`src/rtl/spi_sched_pkg.sv`:
```
// spi_sched_pkg: shared state encoding and sizing helpers for the SPI
// transmit scheduler and its shift core.
package spi_sched_pkg;

   typedef enum logic [2:0] {
      IDLE,
      SETUP,
      SHIFT,
      HOLD,
      GAP
   } state_e;

   function automatic int id_w(input int n);
      return (n > 1) ? $clog2(n) : 1;
   endfunction

   function automatic int cnt_w(input int d);
      return $clog2(d + 1);
   endfunction

   function automatic int tmr_w(
      input int a,
      input int b,
      input int c,
      input int d
   );
      int m;
      m = a;
      if (b > m) m = b;
      if (c > m) m = c;
      if (d > m) m = d;
      return $clog2(m + 1);
   endfunction

   // Lowest offset from ptr wins; scanning down lets it overwrite last.
   function automatic logic [7:0] rr_pick(
      input logic [7:0] valid,
      input logic [2:0] ptr,
      input int         n
   );
      logic [7:0] g;
      int         idx;
      g = '0;
      for (int k = n - 1; k >= 0; k--) begin
         idx = (int'(ptr) + k) % n;
         if (valid[idx[2:0]]) g = 8'(1) << idx[2:0];
      end
      return g;
   endfunction

endpackage

```
`src/rtl/spi_tx_scheduler_if.sv`:
```
// spi_tx_scheduler_if: per-requester valid/ready/data bundle feeding
// the SPI transmit scheduler.
interface spi_tx_scheduler_if #(
   parameter int NUM_REQ = 4,
   parameter int DATA_W  = 16
);
   logic [NUM_REQ-1:0]        req_valid;
   logic [NUM_REQ*DATA_W-1:0] req_data;
   logic [NUM_REQ-1:0]        req_ready;

   modport master (
      output req_valid,
      output req_data,
      input  req_ready
   );

   modport slave (
      input  req_valid,
      input  req_data,
      output req_ready
   );
endinterface

```
`src/rtl/spi_shift_core.sv`:
```
// spi_shift_core: MSB-first CPOL=0/CPHA=0 serialiser with a per-phase
// clock divider; reports the cycle that ends the last sclk high phase.
module spi_shift_core
   import spi_sched_pkg::*;
#(
   parameter int DATA_W  = 16,
   parameter int CLK_DIV = 1,
   parameter int CNT_W   = 5,
   parameter int TW      = 2
) (
   input  logic              clk,
   input  logic              reset,
   input  logic              load_i,
   input  logic [DATA_W-1:0] word_i,
   input  logic              start_i,
   input  logic              clear_i,
   output logic              sclk_o,
   output logic              data_o,
   output logic [CNT_W-1:0]  counter_o,
   output logic              shift_done_o
);
   localparam logic [TW-1:0] DIV_LAST = TW'(CLK_DIV - 1);
   localparam logic [CNT_W-1:0] CNT_FULL = CNT_W'(DATA_W);
   localparam logic [CNT_W-1:0] CNT_ONE = CNT_W'(1);

   logic [DATA_W-1:0] sh_q;
   logic              sclk_q;
   logic [CNT_W-1:0]  cnt_q;
   logic [TW-1:0]     div_q;
   logic              run_q;
   logic              tick;

   assign tick = run_q && (div_q == DIV_LAST);
   assign shift_done_o = tick && sclk_q
                         && (cnt_q == CNT_ONE);

   always_ff @(posedge clk or posedge reset) begin
      if (reset) begin
         sh_q   <= '0;
         sclk_q <= 1'b0;
         cnt_q  <= '0;
         div_q  <= '0;
         run_q  <= 1'b0;
      end else if (load_i) begin
         sh_q   <= word_i;
         sclk_q <= 1'b0;
         cnt_q  <= CNT_FULL;
         div_q  <= '0;
         run_q  <= 1'b0;
      end else if (start_i) begin
         run_q <= 1'b1;
         div_q <= '0;
      end else if (clear_i) begin
         sh_q  <= '0;
         cnt_q <= '0;
         run_q <= 1'b0;
      end else if (run_q) begin
         if (tick) begin
            div_q  <= '0;
            sclk_q <= ~sclk_q;
            // Falling edge: count the bit off, present the next one.
            if (sclk_q) begin
               cnt_q <= cnt_q - CNT_ONE;
               if (cnt_q == CNT_ONE) run_q <= 1'b0;
               else sh_q <= {sh_q[DATA_W-2:0], 1'b0};
            end
         end else begin
            div_q <= div_q + TW'(1);
         end
      end
   end

   assign sclk_o    = sclk_q;
   assign data_o    = sh_q[DATA_W-1];
   assign counter_o = cnt_q;
endmodule

```
`src/rtl/spi_tx_scheduler.sv`:
```
// spi_tx_scheduler: round-robin arbiter sharing one SPI transmit channel;
// owns chip-select setup/hold and the inter-frame gap.
module spi_tx_scheduler
   import spi_sched_pkg::*;
#(
   parameter int NUM_REQ  = 4,
   parameter int DATA_W   = 16,
   parameter int CLK_DIV  = 1,
   parameter int CS_SETUP = 1,
   parameter int CS_HOLD  = 1,
   parameter int GAP_CYC  = 2,
   localparam int GW = id_w(NUM_REQ),
   localparam int CW = cnt_w(DATA_W)
) (
   input  logic          clk,
   input  logic          reset,
   spi_tx_scheduler_if.slave req,
   output logic          spi_cs_L,
   output logic          spi_sclk,
   output logic          spi_data,
   output logic [CW-1:0] counter,
   output logic [GW-1:0] grant_id,
   output logic          busy,
   output logic          frame_done
);
   localparam int N  = NUM_REQ;
   localparam int TW = tmr_w(CLK_DIV, CS_SETUP,
                             CS_HOLD, GAP_CYC);
   localparam logic [TW-1:0] SETUP_LAST =
      TW'(CS_SETUP - 1);
   localparam logic [TW-1:0] HOLD_LAST =
      TW'(CS_HOLD - 1);
   // The accepting IDLE cycle is the final cs-high cycle of the gap.
   localparam logic [TW-1:0] GAP_LAST =
      TW'((GAP_CYC > 1) ? GAP_CYC - 2 : 0);
   localparam logic [GW-1:0] LAST_ID = GW'(N - 1);

   state_e            state_q;
   logic [TW-1:0]     tmr_q;
   logic [GW-1:0]     ptr_q;
   logic [GW-1:0]     grant_q;
   logic              cs_q;
   logic              busy_q;
   logic              done_q;

   logic [N-1:0]      ready;
   logic              accept;
   logic [GW-1:0]     sel_idx;
   logic [DATA_W-1:0] sel_word;
   logic              start;
   logic              clear;
   logic              shift_done;

   assign ready = (state_q == IDLE)
      ? N'(rr_pick(8'(req.req_valid), 3'(ptr_q), N))
      : '0;
   assign req.req_ready = ready;
   assign accept = |ready;

   always_comb begin
      sel_idx  = '0;
      sel_word = '0;
      for (int i = 0; i < N; i++) begin
         if (ready[i]) begin
            sel_idx  = GW'(i);
            sel_word = req.req_data[i*DATA_W +: DATA_W];
         end
      end
   end

   assign start = (state_q == SETUP)
                  && (tmr_q == SETUP_LAST);
   assign clear = (state_q == HOLD)
                  && (tmr_q == HOLD_LAST);

   always_ff @(posedge clk or posedge reset) begin
      if (reset) begin
         state_q <= IDLE;
         tmr_q   <= '0;
         ptr_q   <= '0;
         grant_q <= '0;
         cs_q    <= 1'b1;
         busy_q  <= 1'b0;
         done_q  <= 1'b0;
      end else begin
         unique case (state_q)
            IDLE: if (accept) begin
               state_q <= SETUP;
               tmr_q   <= '0;
               grant_q <= sel_idx;
               ptr_q   <= (sel_idx == LAST_ID)
                          ? '0 : sel_idx + GW'(1);
               cs_q    <= 1'b0;
               busy_q  <= 1'b1;
            end
            SETUP: begin
               if (start) begin
                  state_q <= SHIFT;
                  tmr_q   <= '0;
               end else begin
                  tmr_q <= tmr_q + TW'(1);
               end
            end
            SHIFT: if (shift_done) begin
               state_q <= HOLD;
               tmr_q   <= '0;
               done_q  <= (HOLD_LAST == '0);
            end
            HOLD: begin
               if (clear) begin
                  done_q <= 1'b0;
                  cs_q   <= 1'b1;
                  tmr_q  <= '0;
                  if (GAP_CYC > 1) begin
                     state_q <= GAP;
                  end else begin
                     state_q <= IDLE;
                     busy_q  <= 1'b0;
                  end
               end else begin
                  tmr_q  <= tmr_q + TW'(1);
                  done_q <= (tmr_q + TW'(1) == HOLD_LAST);
               end
            end
            GAP: begin
               if (tmr_q == GAP_LAST) begin
                  state_q <= IDLE;
                  busy_q  <= 1'b0;
               end else begin
                  tmr_q <= tmr_q + TW'(1);
               end
            end
            default: state_q <= IDLE;
         endcase
      end
   end

   spi_shift_core #(
      .DATA_W (DATA_W),
      .CLK_DIV(CLK_DIV),
      .CNT_W  (CW),
      .TW     (TW)
   ) u_core (
      .clk         (clk),
      .reset       (reset),
      .load_i      (accept),
      .word_i      (sel_word),
      .start_i     (start),
      .clear_i     (clear),
      .sclk_o      (spi_sclk),
      .data_o      (spi_data),
      .counter_o   (counter),
      .shift_done_o(shift_done)
   );

   assign spi_cs_L   = cs_q;
   assign grant_id   = grant_q;
   assign busy       = busy_q;
   assign frame_done = done_q;
endmodule

```
`src/flat_wrapper.sv`:
```
// flat-port wrapper written by rule: the top's interface ports become plain ports
module spi_tx_scheduler_flat import spi_sched_pkg::*;
#(
   parameter int NUM_REQ  = 4,
   parameter int DATA_W   = 16,
   parameter int CLK_DIV  = 1,
   parameter int CS_SETUP = 1,
   parameter int CS_HOLD  = 1,
   parameter int GAP_CYC  = 2,
   localparam int GW = id_w(NUM_REQ),
   localparam int CW = cnt_w(DATA_W)
)
  (clk, reset, spi_cs_L, spi_sclk, spi_data, counter, grant_id, busy, frame_done, req_req_valid, req_req_data, req_req_ready);
  spi_tx_scheduler_if #(.NUM_REQ(NUM_REQ), .DATA_W(DATA_W)) req_i ();
  input  logic clk;
  input  logic reset;
  output logic spi_cs_L;
  output logic spi_sclk;
  output logic spi_data;
  output logic [CW-1:0] counter;
  output logic [GW-1:0] grant_id;
  output logic busy;
  output logic frame_done;
  input wire logic [$bits(req_i.req_valid)-1:0] req_req_valid;
  input wire logic [$bits(req_i.req_data)-1:0] req_req_data;
  output wire logic [$bits(req_i.req_ready)-1:0] req_req_ready;
  assign req_i.req_valid = req_req_valid;
  assign req_i.req_data = req_req_data;
  assign req_req_ready = req_i.req_ready;
  spi_tx_scheduler #(.NUM_REQ(NUM_REQ), .DATA_W(DATA_W), .CLK_DIV(CLK_DIV), .CS_SETUP(CS_SETUP), .CS_HOLD(CS_HOLD), .GAP_CYC(GAP_CYC)) u_core (.clk(clk), .reset(reset), .req(req_i), .spi_cs_L(spi_cs_L), .spi_sclk(spi_sclk), .spi_data(spi_data), .counter(counter), .grant_id(grant_id), .busy(busy), .frame_done(frame_done));
endmodule
```
`config.mk`:
```
export PLATFORM = sky130hd
export DESIGN_NAME = spi_tx_scheduler_flat
export DESIGN_NICKNAME = d
export VERILOG_FILES = /design/src/rtl/spi_sched_pkg.sv /design/src/rtl/spi_tx_scheduler_if.sv /design/src/rtl/spi_shift_core.sv /design/src/rtl/spi_tx_scheduler.sv /design/src/flat_wrapper.sv
export SDC_FILE = /design/constraint.sdc
export NUM_CORES = 1
export LEC_CHECK = 0
export CORE_AREA = 4 4 89 91
export CTS_CLUSTER_DIAMETER = 50
export DETAILED_ROUTE_END_ITERATION = 10
export DIE_AREA = 0 0 93 95
export GPL_TIMING_DRIVEN = 0
export PLACE_DENSITY_LB_ADDON = 0.2
export SETUP_SLACK_MARGIN = 0.2
export SLEW_MARGIN = 20
export SYNTH_ARGS = -nofsm -noshare
export SYNTH_HDL_FRONTEND = slang
export SYNTH_SLANG_ARGS = --single-unit
```
`constraint.sdc`:
```
create_clock -name clk -period 4.8 [get_ports clk]
set_clock_uncertainty 0.2 [all_clocks]
set_input_delay 0.48 -clock clk [delete_from_list [all_inputs] [get_ports clk]]
set_output_delay 0.48 -clock clk [all_outputs]
set_load 0.01 [all_outputs]
```
==> qor.tcl <==
set qor(synth.lib_cells_used.distinct) 45
set qor(clock_latency_of_the_later_clocked_register_in_the_worst_skew_pair_ns) 0.29
set qor(max_cap_violation_count) 0
set qor(synth_edf_count) 0
set qor(final_antenna_net_count) 0
set qor(port-buffer-count) 85
set qor(preCtsSetupSlack_ns) 0.187
set qor(setup_ws_post_layout_ns) 0.417
set qor(synth-async-reset-ratio_pct) 100
set qor(rows) 31
set qor(floorplan.initialDensity_pct) 38.8
set qor(final_core_util_pct) 54.6
set qor(max-vdd-ir-drop_uv) 436
set qor(syn_to_final_growth_pct) 40.9
set qor(cts_tree) {done}
set qor(finish.cell_count_without_fillers) 537
set qor(detail_route.vias_per_cell) 5.58
set qor(routed-via-count) 2997
set qor(regToRegSetupSlack_ns) 0.64
set qor(setup.worst_path.end_class) {output port}
set qor(cts_inserted_buffers) 5
set qor(worst_r2r_path_depth) 12
set qor(launch_point_of_the_worst_path) {u_core.ptr_q[1]}
set qor(place_inst) 527
set qor(yosysSeqAreaShare_pct) 33.5
set qor(core-area_um2) 7140
set qor(r2r-start) {u_core.ptr_q[1]}
set qor(max_slew_margin_pct) 42.2
set qor(hold_path.class) {in2async}
set qor(cp.required_ns) 4.12
set qor(power.static_leakage_nw) 1.57
set qor(wirelength_per_cell_um) 15.9
set qor(finalSetupViolCount) 0
set qor(drtIter0Drc) 236
set qor(ant_diodes) 0
set qor(area_of_the_mapped_netlist_um2) 2770
set qor(die-area_um2) 8840
set qor(post-route-drc-count) 0
set qor(die_h_um) 95
set qor(grt_first_pass_wirelength_um) 14100
set qor(synth-seq-cells) 37
set qor(rr_endpoint) {u_core.u_core.sh_q[3]}
set qor(finalHoldWorstSlack_ns) 0.280
set qor(tightestPinTransition_ns) 0.860
set qor(antenna_violations_before_repair) 0
set qor(report.final.hold_viol_count) 0
set qor(setup_repair_after_global_routing_missed_its_margin) {no}
set qor(gpl.final_weighted_congestion) 0.830
set qor(syn_avg_cell_area_um2) 8.09
set qor(power.density_nw_per_um2) 744
set qor(track_usage_pct) 19.7
set qor(layout-drive-gt1-share_pct) 7.53
set qor(setup-tns-final_ns) 0
set qor(layout_commonest_cell) {sky130_fd_sc_hd__clkdlybuf4s50_1}
set qor(yosys_most_used_dff) {sky130_fd_sc_hd__dfrtp_1}
set qor(dieWidth_um) 93
set qor(synthesis.instances) 342
set qor(filler_cell_count) 698
set qor(clk_pin_slew_worst_paths_ns) 0.07
set qor(status) {complete, no violations}
set qor(totalWireLength_um) 8550
set qor(final_period_minus_worst_setup_slack_ns) 4.38
set qor(crit_arrival_ns) 3.70
set qor(overflow) 0
set qor(cp-start-kind) {register}
set qor(ioPinCount) 86
set qor(synth.net_count) 424
set qor(longest_clk_path_bufs) 2
set qor(achievable-frequency_mhz) 228
set qor(grt_pass1_vias) 3032
set qor(drt_first_pass_iters) 5
set qor(placed_cell_area_um2) 3770
set qor(layout.cells.most_common_list) {85 x sky130_fd_sc_hd__clkdlybuf4s50_1, 51 x sky130_fd_sc_hd__nor2_1, 36 x sky130_fd_sc_hd__dfrtp_1}
set qor(fin_area_um2) 3900
set qor(num-nets-final) 519
set qor(synth_warnings) 0
set qor(place.detailed.hpwl_um) 6510
set qor(period_utilization_post_route_pct) 91.3
set qor(crit_path_end) {req_req_ready[3]}
set qor(path_max_fanout) 10
set qor(clock_tree.root_cell) {sky130_fd_sc_hd__clkbuf_8}
set qor(ctsHtreeMaxLevel) 2
set qor(power.total_mw) 2.90
set qor(grt_start_max_net_pins) 24
set qor(finalMaxSlewViolations) 0
set qor(crit_type) {reg2out}
set qor(tritoncts_num_sinks) 37
set qor(cts_hold_repair.buffers) 0
[metal layers]
metal  vias to the layer above  global-route usage [%]  wire length (um)  share of wire, %
met1                      1410                    26.4              3910                46
li1                       1453                       -                 -                 -
met4                         0                    5.86               118               1.4
met5                         -                       0                 0                 0
met3                        12                    5.26               660               7.7
met2                       122                    31.1              3860                45
[Yosys cell counts, drive strengths merged (2+ instances only)]
| cell | count | area, um^2 |
|---|---|---|
| o22a | 15 | 131 |
| nand3 | 22 | 110 |
| nand2b | 5 | 31.3 |
| nand3b | 2 | 15.0 |
| buf | 8 | 45.0 |
| nor3 | 21 | 105 |
| and3 | 7 | 43.8 |
| nor2 | 51 | 191 |
| inv | 15 | 56.3 |
| a211oi | 3 | 22.5 |
| xor2 | 3 | 26.3 |
| o21ai | 7 | 35.0 |
| a31o | 4 | 35.0 |
| a21oi | 24 | 131 |
| mux4 | 2 | 45.0 |
| mux2 | 2 | 22.5 |
| a311oi | 15 | 131 |
| nor2b | 2 | 12.5 |
| dfrtp | 36 | 901 |
| xnor2 | 2 | 17.5 |
| mux2i | 4 | 40.0 |
| clkbuf | 20 | 75.1 |
| ha | 12 | 150 |
| nand2 | 18 | 67.6 |
| a211o | 4 | 35.0 |
| o22ai | 5 | 31.3 |
| o21a | 2 | 15.0 |
| nand4 | 17 | 106 |
| a22oi | 3 | 22.5 |
[state kept, by name (all words and copies together) (netlist names)]
name	count
u_core.busy	1
u_core.frame_done	1
u_core.grant_id	2
u_core.ptr_q	2
u_core.spi_cs_L	1
u_core.state_q	3
u_core.tmr_q	2
u_core.u_core.counter_o	5
u_core.u_core.div_q	2
u_core.u_core.run_q	1
u_core.u_core.sclk_o	1
u_core.u_core.sh_q	16
[cells by family (layout without fill, tap and decap cells)]
kind of cell | after synthesis | in the layout | synth area share (%)
AO/OA/AOI/OAI | 88 | 88 | 23.3
XOR/XNOR | 5 | 5 | 1.58
adder cells (fa/ha/maj) | 12 | 12 | 5.42
buffers and inverters | 43 | 139 | 6.37
flip-flops | 37 | 37 | 33.5
multiplexers | 8 | 8 | 3.89
AND/OR/NAND/NOR | 149 | 149 | 25.9
[worst min-delay path by stage]
stage / startpoint / endpoint / slack [ns]
floorplan: u_core.u_core.sh_q[10] / u_core.u_core.sh_q[10] / 0.28
global placement: u_core.busy / u_core.busy / 0.26
detailed placement: u_core.busy / u_core.busy / 0.27
CTS: u_core.busy / u_core.busy / 0.28
global route: reset / u_core.u_core.sclk_o / 0.32
finish: reset / u_core.u_core.run_q / 0.28
[power by group]
part           internal, mW  switching, mW
registers             0.464         0.0862
clock network         0.130          0.111
logic                 0.893           1.22
total                  1.49           1.41
[worst max-delay path: stages (launching register included)]
cell                              delay, ns
sky130_fd_sc_hd__dfrtp_1               0.41
sky130_fd_sc_hd__buf_2                 0.22
sky130_fd_sc_hd__inv_1                 0.17
sky130_fd_sc_hd__ha_1                  0.31
sky130_fd_sc_hd__clkbuf_2              0.17
sky130_fd_sc_hd__mux4_2                0.42
sky130_fd_sc_hd__a31o_1                0.22
sky130_fd_sc_hd__a211o_1               0.30
sky130_fd_sc_hd__a21oi_4               0.22
sky130_fd_sc_hd__inv_2                 0.06
sky130_fd_sc_hd__buf_2                 0.18
sky130_fd_sc_hd__buf_2                 0.21
sky130_fd_sc_hd__clkdlybuf4s50_1       0.50
[final cells by class]
cell class,instances,area (um^2),share of cell area (%)
well taps,99,124,3.18
clock buffers,7,96.3,2.47
multi-input cells,262,1670,42.8
flip-flops and latches,37,927,23.8
repair buffers,88,893,22.9
clock inverters,1,5.00,0.128
plain buffers,28,129,3.30
inverters,15,56.3,1.44
[repair_timing]
action                                  4_1_cts  5_1_grt
gates cloned                                  0        0
endpoints found under the setup margin        4        5
hold endpoints to repair                      0        0
pin swaps                                     0        1
setup buffers                                 0        2
resized for setup                             4        8
No activity file was read; power rests on OpenSTA's default activity.
